**src/rtl/param_stack_unit.sv**
```systemverilog
// Parametrised LIFO stack with a registered top-of-stack, single-cycle replace-top,
// halt freeze and sticky overflow/underflow flags.
module param_stack_unit #(
  parameter int WIDTH = 32,
  parameter int DEPTH = 16,
  parameter int PTR_W = 5
) (
  input  logic             clk,
  input  logic             reset,
  input  logic             halt,
  input  logic             push,
  input  logic             pop,
  input  logic [WIDTH-1:0] din,
  input  logic             clr_err,
  output logic [WIDTH-1:0] top,
  output logic [PTR_W-1:0] count,
  output logic             empty,
  output logic             full,
  output logic             overflow,
  output logic             underflow
);

  localparam int AW = (DEPTH > 2) ? $clog2(DEPTH) : 1;
  localparam logic [PTR_W-1:0] DEPTH_P = PTR_W'(DEPTH);
  localparam logic [PTR_W-1:0] ONE     = PTR_W'(1);
  localparam logic [PTR_W-1:0] TWO     = PTR_W'(2);

  typedef enum logic [1:0] {OP_NONE, OP_PUSH, OP_POP, OP_REPLACE} op_e;

  logic [WIDTH-1:0] mem [DEPTH];

  op_e              op;
  logic [PTR_W-1:0] count_d;
  logic [WIDTH-1:0] top_d;
  logic             overflow_d;
  logic             underflow_d;
  logic             we;
  logic [AW-1:0]    waddr;
  logic [AW-1:0]    raddr;

  assign empty = (count == '0);
  assign full  = (count == DEPTH_P);

  // Replace-top on an empty stack degrades to a plain push; halt masks every operation.
  always_comb begin
    op = OP_NONE;
    if (!halt) begin
      unique case ({push, pop})
        2'b10:   op = OP_PUSH;
        2'b01:   op = OP_POP;
        2'b11:   op = empty ? OP_PUSH : OP_REPLACE;
        default: op = OP_NONE;
      endcase
    end
  end

  // NOTE: every output of this block gets a default first, so no path can infer a latch.
  always_comb begin
    count_d     = count;
    top_d       = top;
    overflow_d  = overflow  & ~clr_err;
    underflow_d = underflow & ~clr_err;
    we          = 1'b0;
    waddr       = AW'(count);
    raddr       = AW'(count - TWO);
    unique case (op)
      OP_PUSH: begin
        if (full) begin
          overflow_d = 1'b1;
        end else begin
          we      = 1'b1;
          count_d = count + ONE;
          top_d   = din;
        end
      end
      OP_POP: begin
        if (empty) begin
          underflow_d = 1'b1;
        end else begin
          count_d = count - ONE;
          top_d   = (count >= TWO) ? mem[raddr] : '0;
        end
      end
      OP_REPLACE: begin
        we    = 1'b1;
        waddr = AW'(count - ONE);
        top_d = din;
      end
      default: ;
    endcase
  end

  // NOTE: state registers use non-blocking assignments so all of them update from the same pre-edge values.
  always_ff @(posedge clk) begin
    if (reset) begin
      count     <= '0;
      top       <= '0;
      overflow  <= 1'b0;
      underflow <= 1'b0;
    end else begin
      count     <= count_d;
      top       <= top_d;
      overflow  <= overflow_d;
      underflow <= underflow_d;
    end
  end

  // NOTE: the storage array is deliberately not reset; count alone defines which entries are live.
  always_ff @(posedge clk) begin
    if (we && !reset) mem[waddr] <= din;
  end

endmodule
```
**config.mk**
```make
export PLATFORM = sky130hd
export DESIGN_NAME = param_stack_unit
export DESIGN_NICKNAME = d
export VERILOG_FILES = /design/src/rtl/param_stack_unit.sv
export SDC_FILE = /design/constraint.sdc
export NUM_CORES = 1
export LEC_CHECK = 0
export CAP_MARGIN = 20
export CORE_ASPECT_RATIO = 1.5
export CORE_MARGIN = 1
export CORE_UTILIZATION = 61
export DETAILED_ROUTE_END_ITERATION = 10
export HOLD_SLACK_MARGIN = 0.1
export PLACE_DENSITY = 0.8
export SYNTH_ARGS = -nofsm -noshare
export SYNTH_HDL_FRONTEND = slang
export SYNTH_SLANG_ARGS = --single-unit
```
**constraint.sdc**
```tcl
create_clock -name clk -period 6.55 [get_ports clk]
set_input_delay 1.965 -clock clk [delete_from_list [all_inputs] [get_ports clk]]
set_output_delay 1.965 -clock clk [all_outputs]
set_load 0.05 [all_outputs]
```
==> impl_metrics.env <==
export IMPL_clock_skew_final_ns=0.02233
export IMPL_groute_layer_met2_usage_pct=47.97
export IMPL_hpwl_um=27180
export IMPL_drive_above_1_share_pct=16.31
export IMPL_layout_common_cells="edfxtp_1, mux2i_1, a22oi_1"
export IMPL_postCtsSetupBuffers=0
export IMPL_synthCells=1240
export IMPL_required_ns=4.59
export IMPL_htreeDepth=2
export IMPL_crit_slowest_cell="clkdlybuf4s50_1"
export IMPL_synth_main_ff_cell="edfxtp_1"
export IMPL_cp_max_fo=26
export IMPL_row_count=84
export IMPL_worst_pin_slew_ns=1.058
export IMPL_synth_edf_count=512
export IMPL_wl_per_cell_um=27.18
export IMPL_max_cap_violations=0
export IMPL_cts_resized=0
export IMPL_drtIter0Drc=1163
export IMPL_relSlewSlack_pct=29.33
export IMPL_powerDensity_mw_per_mm2=301.4
export IMPL_drc=0
export IMPL_finalSetupTns_ns=0
export IMPL_grt_overflow=0
export IMPL_finalNetCount=1363
export IMPL_synth_distinct_cells=56
export IMPL_p_leak_nw=7.640
export IMPL_arrival_ns=3.03
export IMPL_clock_latency_ns=0.58
export IMPL_vias=12148
export IMPL_hold_path_class="flop to flop"
export IMPL_grt_max_degree=60
export IMPL_grt_util_met3_pct=3.608
export IMPL_drt_vias_per_instance=6.646
export IMPL_max_vdd_ir_drop_uv=318.5
export IMPL_die_y_um=234.6
export IMPL_drtAntennaViolNets=0
export IMPL_core_area_mm2=0.03531
export IMPL_grt_pass1_vias=12372
export IMPL_period_minus_slack_ns=4.993
export IMPL_path_buf_inv=3
export IMPL_hold_violations=0
export IMPL_grt_total_usage_pct=28.16
export IMPL_path_class="flop to output port"
export IMPL_start_kind="flop"
export IMPL_syn_area_per_cell_um2=17.74
export IMPL_antenna_found_initial=0
export IMPL_layout_worst_path_cycle_share_pct=76.23
export IMPL_cts_root_buffer="clkbuf_16"
export IMPL_postCtsHoldBufs=0
export IMPL_drv_slew=0
export IMPL_crit_chain="inv_1 -> ha_1 -> or4b_1 -> inv_2 -> clkdlybuf4s50_1"
export IMPL_diodes=0
export IMPL_start_util_pct=62.29
export IMPL_ys_ff_latch=551
export IMPL_layout_commonest_cell="edfxtp_1"
export IMPL_clk_pin_slew_ns=0.06
export IMPL_clockBufferDepth=3
export IMPL_met1_usage_pct=35.83
export IMPL_setup_viol_count_final=0
export IMPL_max_freq_mhz=200.3
export IMPL_run_status="finished clean"
export IMPL_synth_cell_area_mm2=0.02200
export IMPL_cts_sinks=551
export IMPL_dieArea_mm2=0.03684
export IMPL_seq_area_frac_synth_pct=73.44
export IMPL_wl_um=49690
export IMPL_syn2layout_area_growth_pct=13.79
export IMPL_grt_pass1_wl_um=74730
export IMPL_end_kind="output port"
export IMPL_gp_congestion=0.8259
export IMPL_syn_nets=1285
export IMPL_cp_top_family="buffers and inverters"
export IMPL_cts_tree="yes"
export IMPL_postSynth_asyncResetShare_pct=0
export IMPL_dr_pass1_iters=5
export IMPL_total_power_w=0.007545
export IMPL_ys_warn_count=0
export IMPL_io_buffers=78
export IMPL_max_stage_delay_ns=0.81
export IMPL_grt_busiest_layer="met2"
export IMPL_rsz0062_at_grt="no"
export IMPL_pin_count=79
export IMPL_die_w_um=157.1
export IMPL_numCtsBuffers=46
## through the flow
stage | utilization (%) | worst slack, ns | instances | hold slack [ns] | area (um2)
detailed placement | 66.29 | 1.160 | 1742 | 0.4912 | 23410
floorplan | - | 0.8844 | 1240 | 0.7218 | 22000
CTS | 70.80 | 1.545 | 1827 | 0.5071 | 25000
global route | 70.88 | 1.464 | 1828 | 0.5379 | 25030
finish | 70.88 | 1.557 | 1828 | 0.5038 | 25030
global placement | 66.24 | 1.162 | 1741 | 0.4928 | 23390
## final timing paths
kind	from	to	slack (ns)	cells past startpoint
max	count[0]	empty	1.56	5
min	overflow	overflow	0.50	2
max reg2reg	count[0]	mem[4][23]	2.01	7
min reg2reg	overflow	overflow	0.50	2
## flip-flops by register name, indices dropped and copies added, names as in the netlist
register,count
count,5
mem,512
overflow,1
top,32
underflow,1
## cells in the mapped netlist (5+ instances only)
cell / count / area, um2
nor2_1: 23 / 86.33
edfxtp_1: 512 / 15370
mux4_2: 31 / 698.2
buf_6: 5 / 56.30
ha_1: 7 / 87.58
or2_1: 19 / 118.9
clkbuf_1: 47 / 176.4
inv_1: 5 / 18.77
a32oi_1: 33 / 289.0
nor2b_1: 8 / 50.05
or2_2: 12 / 75.07
a21oi_1: 39 / 195.2
dfxtp_1: 39 / 780.8
o211ai_1: 6 / 45.04
a22oi_1: 96 / 720.7
mux2i_1: 192 / 1922
nand3_1: 32 / 160.2
buf_2: 31 / 155.2
a311oi_2: 30 / 450.4
nand2_1: 6 / 22.52
## kinds of logic (layout without fill, tap and decap cells)
logic type	after synthesis	after routing	synth area share, %
buffers and inverters	93	208	1.968
AND/OR/NAND/NOR	128	128	3.276
flip-flops	551	551	73.44
multiplexers	227	227	12.12
XOR/XNOR	5	5	0.1991
AO/OA/AOI/OAI	229	229	8.600
adder cells (fa/ha/maj)	7	7	0.3981
## power breakdown
part           switching (W)  leakage, nW  internal, W
clock network        0.00123        0.775      0.00166
logic               0.000477         1.94     0.000271
registers          0.0000303         4.93      0.00388
total                0.00174         7.64      0.00581
## layout make-up
cell class / count / area, um2
clock buffer: 53 / 1219
multi-input combinational: 596 / 5563
fill: 2180 / 10280
clock inverter: 32 / 372.9
timing repair buffer: 117 / 1101
inverter: 6 / 22.52
tap: 473 / 591.8
sequential: 551 / 16160
## tightest hold or removal path, cell delays in order, from the launching register on
cell	delay, ns
dfxtp_1	0.34
a32oi_1	0.05
nor2_1	0.08
## routing by layer
layer / routed length, um / vias to the layer above
met5: 0 / -
met4: 2184 / 0
met3: 3764 / 136
met2: 25710 / 669
met1: 18040 / 6128
li1: - / 5215
(Power assumes the default switching activity.)
